$ cat src/rtl/fb_pkg.sv
// Frame-buffer constants shared by the writer and the VGA reader.
// The buffer holds 320x240 pixels of 12-bit 4:4:4 RGB, shown at 640x480 with 2x replication.
package fb_pkg;

  localparam int unsigned FB_W      = 320;
  localparam int unsigned FB_H      = 240;
  localparam int unsigned FB_ADDR_W = 17;
  localparam int unsigned FB_PIX_W  = 12;
  localparam int unsigned FB_WORDS  = FB_W * FB_H;
  localparam int unsigned VGA_ACT_W = 2 * FB_W;
  localparam int unsigned VGA_ACT_H = 2 * FB_H;

  // Timing side-band bundle that travels down the pipeline beside the pixel data.
  typedef struct packed {
    logic first;   // hcount == 0 && vcount == 0
    logic blank;
    logic vsync;
    logic hsync;
  } vga_ctl_t;

  // Syncs idle high and the screen is blanked while the pipeline is empty.
  localparam vga_ctl_t VGA_CTL_IDLE = '{first: 1'b0, blank: 1'b1, vsync: 1'b1, hsync: 1'b1};

endpackage

$ cat src/rtl/fb_vga_reader_if.sv
// BRAM port B as seen by the frame-buffer reader: address and write enable out, data back.
interface fb_vga_reader_if #(
  parameter int unsigned ADDR_W = 17,
  parameter int unsigned PIX_W  = 12
) ();

  logic [ADDR_W-1:0] b_addr;
  logic              b_wr;
  logic [PIX_W-1:0]  b_dout;

  modport master (output b_addr, output b_wr, input b_dout);
  modport slave  (input b_addr, input b_wr, output b_dout);

endinterface

$ cat src/rtl/fb_delay_line.sv
// Fixed-depth shift register that keeps the timing side-band aligned with the BRAM read.
module fb_delay_line #(
  parameter int unsigned      WIDTH     = 1,
  parameter int unsigned      DEPTH     = 1,
  parameter logic [WIDTH-1:0] RESET_VAL = '0
) (
  input  logic             clk,
  input  logic             reset,
  input  logic [WIDTH-1:0] d,
  output logic [WIDTH-1:0] q
);

  logic [WIDTH-1:0] stage [DEPTH];

  // NOTE: every stage is reset, not just the head: the tail drives outputs directly,
  // so a stale stage would leak a bogus sync edge out of reset.
  always_ff @(posedge clk) begin
    if (reset) begin
      for (int i = 0; i < int'(DEPTH); i++) stage[i] <= RESET_VAL;
    end else begin
      stage[0] <= d;
      for (int i = 1; i < int'(DEPTH); i++) stage[i] <= stage[i-1];
    end
  end

  assign q = stage[DEPTH-1];

endmodule

$ cat src/rtl/fb_vga_reader.sv
// Read side of the frame buffer: display counters -> BRAM address -> RGB, with the
// syncs and blank delayed so they leave the block in step with the pixel they belong to.
module fb_vga_reader
  import fb_pkg::*;
#(
  parameter int unsigned      SRC_W     = FB_W,
  parameter int unsigned      SRC_H     = FB_H,
  parameter int unsigned      ADDR_W    = FB_ADDR_W,
  parameter int unsigned      PIX_W     = FB_PIX_W,
  parameter int unsigned      RD_LAT    = 1,
  parameter logic [PIX_W-1:0] BLANK_PIX = '0
) (
  input  logic             clk,
  input  logic             reset,
  input  logic [10:0]      hcount,
  input  logic [9:0]       vcount,
  input  logic             hsync_in,
  input  logic             vsync_in,
  input  logic             blank_in,
  fb_vga_reader_if.master  bram,
  output logic [PIX_W-1:0] pixel,
  output logic             hsync_out,
  output logic             vsync_out,
  output logic             blank_out,
  output logic             frame_start
);

  localparam int unsigned       LAT      = 2 + RD_LAT;
  localparam logic [10:0]       H_END    = 11'(2 * SRC_W);
  localparam logic [9:0]        V_END    = 10'(2 * SRC_H);
  localparam logic [ADDR_W-1:0] ROW_STEP = ADDR_W'(SRC_W);
  localparam logic [ADDR_W-1:0] ROW_LAST = ADDR_W'((SRC_H - 1) * SRC_W);

  logic              act;
  logic              line_end;
  logic [ADDR_W-1:0] row_base;
  logic [ADDR_W-1:0] row_base_next;
  logic [ADDR_W-1:0] addr_next;
  vga_ctl_t          ctl_in;
  vga_ctl_t          ctl_tap;

  assign bram.b_wr = 1'b0;

  // NOTE: every signal written here gets a value before any branch, so no latch can form.
  always_comb begin
    act           = (hcount < H_END) && (vcount < V_END);
    line_end      = (hcount == H_END - 11'd1);
    addr_next     = row_base + ADDR_W'(hcount[10:1]);
    row_base_next = row_base;
    if (vcount >= V_END) begin
      row_base_next = '0;
    end else if (line_end && vcount[0] && (vcount != V_END - 10'd1) && (row_base < ROW_LAST)) begin
      // Odd lines advance the base; even lines reuse it, which doubles every source row.
      row_base_next = row_base + ROW_STEP;
    end
  end

  // NOTE: state is updated with non-blocking assignments so every register samples
  // the pre-edge values of the others, independent of statement order.
  always_ff @(posedge clk) begin
    if (reset) begin
      row_base    <= '0;
      bram.b_addr <= '0;
    end else begin
      row_base <= row_base_next;
      if (act) bram.b_addr <= addr_next;
    end
  end

  always_comb begin
    ctl_in       = VGA_CTL_IDLE;
    ctl_in.first = (hcount == 11'd0) && (vcount == 10'd0);
    ctl_in.blank = blank_in;
    ctl_in.vsync = vsync_in;
    ctl_in.hsync = hsync_in;
  end

  // Address register plus the BRAM read; the output register below is the last stage.
  fb_delay_line #(
    .WIDTH    ($bits(vga_ctl_t)),
    .DEPTH    (LAT - 1),
    .RESET_VAL(VGA_CTL_IDLE)
  ) u_ctl_dly (
    .clk  (clk),
    .reset(reset),
    .d    (ctl_in),
    .q    (ctl_tap)
  );

  always_ff @(posedge clk) begin
    if (reset) begin
      pixel       <= BLANK_PIX;
      hsync_out   <= VGA_CTL_IDLE.hsync;
      vsync_out   <= VGA_CTL_IDLE.vsync;
      blank_out   <= VGA_CTL_IDLE.blank;
      frame_start <= VGA_CTL_IDLE.first;
    end else begin
      pixel       <= ctl_tap.blank ? BLANK_PIX : bram.b_dout;
      hsync_out   <= ctl_tap.hsync;
      vsync_out   <= ctl_tap.vsync;
      blank_out   <= ctl_tap.blank;
      frame_start <= ctl_tap.first;
    end
  end

endmodule

$ cat src/flat_wrapper.sv
// flat-port wrapper written by rule: the top's interface ports become plain ports
module fb_vga_reader_flat import fb_pkg::*;
#(
  parameter int unsigned      SRC_W     = FB_W,
  parameter int unsigned      SRC_H     = FB_H,
  parameter int unsigned      ADDR_W    = FB_ADDR_W,
  parameter int unsigned      PIX_W     = FB_PIX_W,
  parameter int unsigned      RD_LAT    = 1,
  parameter logic [PIX_W-1:0] BLANK_PIX = '0
)
  (clk, reset, hcount, vcount, hsync_in, vsync_in, blank_in, pixel, hsync_out, vsync_out, blank_out, frame_start, bram_b_addr, bram_b_wr, bram_b_dout);
  fb_vga_reader_if #(.ADDR_W(ADDR_W), .PIX_W(PIX_W)) bram_i ();
  input  logic clk;
  input  logic reset;
  input  logic [10:0] hcount;
  input  logic [9:0] vcount;
  input  logic hsync_in;
  input  logic vsync_in;
  input  logic blank_in;
  output logic [PIX_W-1:0] pixel;
  output logic hsync_out;
  output logic vsync_out;
  output logic blank_out;
  output logic frame_start;
  output wire logic [$bits(bram_i.b_addr)-1:0] bram_b_addr;
  output wire logic [$bits(bram_i.b_wr)-1:0] bram_b_wr;
  input wire logic [$bits(bram_i.b_dout)-1:0] bram_b_dout;
  assign bram_b_addr = bram_i.b_addr;
  assign bram_b_wr = bram_i.b_wr;
  assign bram_i.b_dout = bram_b_dout;
  fb_vga_reader #(.SRC_W(SRC_W), .SRC_H(SRC_H), .ADDR_W(ADDR_W), .PIX_W(PIX_W), .RD_LAT(RD_LAT), .BLANK_PIX(BLANK_PIX)) u_core (.clk(clk), .reset(reset), .hcount(hcount), .vcount(vcount), .hsync_in(hsync_in), .vsync_in(vsync_in), .blank_in(blank_in), .bram(bram_i), .pixel(pixel), .hsync_out(hsync_out), .vsync_out(vsync_out), .blank_out(blank_out), .frame_start(frame_start));
endmodule
$ cat config.mk
export PLATFORM = sky130hd
export DESIGN_NAME = fb_vga_reader_flat
export DESIGN_NICKNAME = d
export VERILOG_FILES = /design/src/rtl/fb_pkg.sv /design/src/rtl/fb_vga_reader_if.sv /design/src/rtl/fb_delay_line.sv /design/src/rtl/fb_vga_reader.sv /design/src/flat_wrapper.sv
export SDC_FILE = /design/constraint.sdc
export NUM_CORES = 1
export LEC_CHECK = 0
export ABC_AREA = 1
export CORE_MARGIN = 2
export CORE_UTILIZATION = 45
export CTS_BUF_LIST = sky130_fd_sc_hd__clkbuf_8
export CTS_CLUSTER_DIAMETER = 30
export DETAILED_ROUTE_END_ITERATION = 6
export PLACE_DENSITY = 0.79
export SLEW_MARGIN = 20
export SYNTH_ARGS = -nofsm -noshare
export SYNTH_HDL_FRONTEND = slang
export SYNTH_SLANG_ARGS = --single-unit
$ cat constraint.sdc
create_clock -name clk -period 1.6 [get_ports clk]
set_input_delay 0.32 -clock clk [delete_from_list [all_inputs] [get_ports clk]]
set_output_delay 0.32 -clock clk [all_outputs]
set_load 0.02 [all_outputs]
==> Yosys cells after proc, flatten, opt, wreduce, memory -nomap -nowiden <==
Memory sizes are Yosys's and may differ from the RTL's.
Index checks and enable logic that the tools add are counted.
{ "totals": {"register_bits": 50, "mem_bits_rw": 8, "inputBits": 38, "output_inout_bits": 34, "wordCells": 32, "n_memories": 1} }
{ "classes": {"add_sub_neg": 2, "magnitude_cmp": 4, "eq_ne": 2, "mux": 5, "bitwise": 2, "reduce_logical": 9} }
{ "mem_list": {"columns": ["name", "words", "width", "rd", "rd_ports_with_merged_regs", "wr", "line_no", "rtl"], "rows": [
  ["u_core.u_ctl_dly.stage", 2, 4, 2, 0, 2, "fb_delay_line.sv:13", "logic [WIDTH-1:0] stage [DEPTH];"]
]} }
{ "ops": {"columns": ["op", "n"], "rows": [
  ["$add 17x10->17", 1],
  ["$add 17x9->17 const B", 1],
  ["$lt 17x17->1 const B", 1],
  ["$eq 11x10->1 const B", 1],
  ["$logic_not 11->1", 1],
  ["$lt 11x10->1 const B", 1],
  ["$ge 10x9->1 const B", 1],
  ["$logic_not 10->1", 1],
  ["$lt 10x9->1 const B", 1],
  ["$ne 10x9->1 const B", 1],
  ["$mux 4", 2],
  ["$logic_and 1x1->1", 5],
  ["$reduce_or 2->1", 2],
  ["$mux 1", 3],
  ["$or 1x1->1", 2]
]} }

==> Logic depth before layout (Yosys ltp) <==
{ "logic_depth": {"depth_word": 4, "mapped_depth": 10, "ltp_nobuf": 10} }

==> Modules after synthesis <==
From an unflattened synthesis, not the netlist that was laid out.
{ "hier_totals": {"cells_unflattened": 352, "hier_area_um2": 2539.9} }
{ "modules_own_cells": {"columns": ["module", "n_inst", "cells_per_inst", "area_each_um2", "seq_area_each_um2"], "rows": [
  ["fb_vga_reader", 1, 323, 2283.4, 880.8],
  ["fb_delay_line", 1, 29, 256.5, 160.2]
]} }

==> Least setup slack after synthesis <==
Ideal clock, no wire load.
{ "synth_timing": {"kind": "reg2reg", "startpoint": "register u_core.row_base[6]", "endpoint": "register u_core.bram.b_addr[14]", "setup_ns": 0.121, "arrival_time_ns": 1.569, "required_time_ns": 1.479, "slack_ns": -0.090, "path_stages_with_launch": 8, "n_path_buf": 0, "period_less_slack_ns": 1.690, "path_cell_list": "dfxtp_1 -> ha_1 -> inv_1 -> fa_1 -> o21ai_1 -> nand2_1 -> o21ai_0 -> a21oi_1"} }
{ "synth_via": {"elab_chain_len": 1} }
{ "synth_lines": {"columns": ["element", "line_no", "rtl"], "rows": [
  ["start, declared", "fb_vga_reader.sv:36", "logic [ADDR_W-1:0] row_base;"],
  ["start signal, assigned", "fb_vga_reader.sv:65", "row_base <= row_base_next;"],
  ["$add 17x10->17", "fb_vga_reader.sv:48", "addr_next = row_base + ADDR_W'(hcount[10:1]);"],
  ["end signal, assigned", "fb_vga_reader.sv:66", "if (act) bram.b_addr <= addr_next;"],
  ["end, declared", "fb_vga_reader_if.sv:11", "modport master (output b_addr, output b_wr, input b_dout);"]
]} }
Every way passes these cells.
A chain may end at the register's enable or synchronous reset.

==> Final worst setup path <==
{ "layout_timing": {"startpoint": "input port hcount[7]", "endpoint": "register u_core.bram.b_addr[10]"} }
{ "layout_via": {"elab_chain_len": 2, "word_cells_on_any_way": 3, "classes_between": "add/sub (1); order compare (1); reduce/logical (1)"} }
{ "layout_lines": {"columns": ["element", "line_no", "rtl"], "rows": [
  ["start, declared", "flat_wrapper.sv:15", "input logic [10:0] hcount;"],
  ["parallel branches: the longest is 2 deep, another holds $add 17x10->17", null, null]
]} }
Parallel ways; which one is timed is not known.

==> results.yml <==
run_status:
  status: "finished, final reports clean"
global_route:
  grt_pass1_wl_um: 11000
  antenna_found_initial: 0
  grt_pass1_vias: 2571
  grt_overflow: 0
  grt_max_degree: 22
  grtUsageTotal: 0.219
clock_network:
  postCtsHoldBufs: 0
  cts_root_buffer: "clkbuf_8"
  clockBufferDepth: 2
  cts_tree: "yes"
  clkLatencyLatePin_ps: 310
  h-tree-depth: 2
  cts_made_buffers: 5
  path_clk_slew_ps: 90
  cts.sink_count: 52
place:
  dpl.hpwl_um: 5150
  place_ws_ps: -662
  port_buffers: 70
  gp_congestion: 0.879
  dp_cells: 525
synthesis:
  yosysWarningCount: 0
  ys_ff_latch: 52
  seq_area_frac_synth: 0.405
  syn_area_sq_um: 2570
  postSynthCellCount: 351
  ys_async_sr_fraction: 0
  synth_edf_count: 0
  synth.distinct_cells: 34
  synthFlopType: "dfxtp_1"
  synth.avg_cell_area_sq_um: 7.31
  syn_nets: 395
timing:
  skew_ps: 11.2
  fin_crit_sh: 0.978
  report.final.slew_viol_count: 0
  setup_viol: 0
  timing.fmax_ghz: 0.639
  hold_violations: 0
  fin_crit_ps: 1560
  whs_ps: 411
  fin_ws_ps: 35.1
hold_path:
  holdCritPathClass: "reg -> reg"
  whs_path_depth: 2
floorplan:
  core.rowCount: 27
  start_util: 0.466
  die_h_um: 79.5
  die_w_um: 79.5
  ios: 72
  core_sq_um: 5510
  die-area_sq_um: 6330
layout:
  final_nets: 506
  fillers: 430
  layout-drive-gt1-share: 0.231
  n_antenna_cell: 0
  final_util: 0.705
  final-seq-area_sq_um: 1040
  syn_to_final_growth_pct: 51.3
  fin_cells: 535
  multi_input_area_sq_um: 1380
flow_run:
  cap_violations: 0
pwr:
  ir_drop_mv: 0.386
  p_leak_uw: 0.00190
  power_density_nw_per_um2: 697
routing:
  routedWlPerCell_um: 12.8
  wl_um: 6850
  vias_per_cell: 4.91
  drc_errors: 0
  via_count: 2628
  first_pass_iters: 4
  drt_iter0_markers: 144
  antenna_left: 0
critical_path:
  path_max_fanout: 3
  path_class: "in -> reg"
  worst_setup_path_start_kind: "input pin"
  worst_ep_arrival_time_ps: 1760
  required_ps: 1800
  r2r_cells: 7
  crit_path_end_kind: "flop"
==> cells in the mapped netlist, types with 2 or more instances <==
cell type	n	area [sq um]
nor2_1	60	225
nand2_1	57	214
dfxtp_1	52	1040
inv_1	41	154
nand3_1	24	120
a21oi_1	19	95.1
o21ai_0	10	50.1
o21ai_1	10	50.1
or2_2	9	56.3
nand4_1	6	37.5
xor2_1	6	52.6
ha_1	5	62.6
inv_2	5	18.8
nand2_2	5	31.3
nor2_2	5	31.3
nor2_4	5	56.3
nor4_1	5	31.3
clkbuf_1	3	11.3
nand3_2	3	30.0
a21oi_2	2	17.5
buf_2	2	10.0
buf_4	2	15.0
nand3_4	2	35.0
nand3b_1	2	15.0
nor3_2	2	20.0
==> cell usage in the layout (no fill, tap or decap), types with 3 or more instances in the layout <==
cell type,count
a21oi_1,17
a21oi_2,4
buf_4,40
clkbuf_8,6
clkdlybuf4s50_1,47
dfxtp_1,49
dfxtp_2,3
dlygate4sd2_1,6
dlymetal6s2s_1,16
ha_4,3
inv_1,40
inv_2,6
nand2_1,55
nand2_2,7
nand3_1,24
nand3_2,3
nand4_1,6
nor2_1,59
nor2_2,6
nor2_4,5
nor4_1,5
o21ai_0,9
o21ai_1,9
or2_2,9
xor2_1,5
==> metal layers <==
layer / vias to the layer above / share of wire / wire length, um / global-route usage
met2: 83 / 0.49 / 3380 / 0.402
met3: 22 / 0.053 / 360 / 0.0452
met4: 0 / 0.026 / 178 / 0.0776
li1: 1339 / - / - / -
met1: 1184 / 0.43 / 2930 / 0.250
met5: - / 0 / 0 / 0
==> stage by stage <==
step                      TNS (ps)  instance area [sq um]  power [uW]
after global routing         -55.9                   3880        2820
after global placement       -8850                   3630        1780
final                            0                   3880        2710
after floorplan                  0                   2570        1540
after CTS                    -4.24                   3760        2720
after detailed placement     -9520                   3630        1780
==> logic make-up (layout without fill, tap and decap cells) <==
group                    Yosys count  in the layout  share of synthesized area
buffers and inverters             55            167                     0.0882
flip-flops                        52             52                      0.405
other                              1              1                    0.00146
AO/OA/AOI/OAI                     43             43                     0.0902
XOR/XNOR                           7              7                     0.0239
AND/OR/NAND/NOR                  187            187                      0.359
adder cells (fa/ha/maj)            6              6                     0.0322
==> final timing paths <==
kind | startpoint | to | slack (ps)
min | u_core.u_ctl_dly.stage[0][7] | u_core.frame_start | 410
max | hcount[7] | u_core.bram.b_addr[10] | 40
max reg2reg | u_core.row_base[6] | u_core.bram.b_addr[10] | 40
min reg2reg | u_core.u_ctl_dly.stage[0][7] | u_core.frame_start | 410
==> critical path, cell delays in order <==
cell and delay [ps]:
clkdlybuf4s15_1 330, ha_4 190, inv_2 40, fa_2 360, o21ai_4 190, buf_6 130
xor2_2 140, a21oi_2 60
==> report_power, final <==
part / internal (uW) / switching [uW]
Combinational: 215 / 195
Sequential: 1330 / 14.7
Clock: 512 / 436
==> layout make-up <==
cell class,count,area share
Clock buffer,6,0.0213
Multi-Input combinational cell,244,0.356
Sequential cell,52,0.269
Timing Repair Buffer,112,0.274
Clock inverter,2,0.00999
Inverter,47,0.0461
Tap cell,72,0.0232
==> state kept, by name (all words and copies together) (netlist names) <==
name                    cells
u_core.blank_out            1
u_core.bram.b_addr         17
u_core.frame_start          1
u_core.hsync_out            1
u_core.pixel               12
u_core.row_base            11
u_core.u_ctl_dly.stage      8
u_core.vsync_out            1
==> repair_timing <==
action,in CTS,in global routing
setup buffers,2,0
resized for setup,9,34
endpoints found under the setup margin,14,27
pin swaps,3,4
Note: power is estimated with default switching activity, not from simulation.
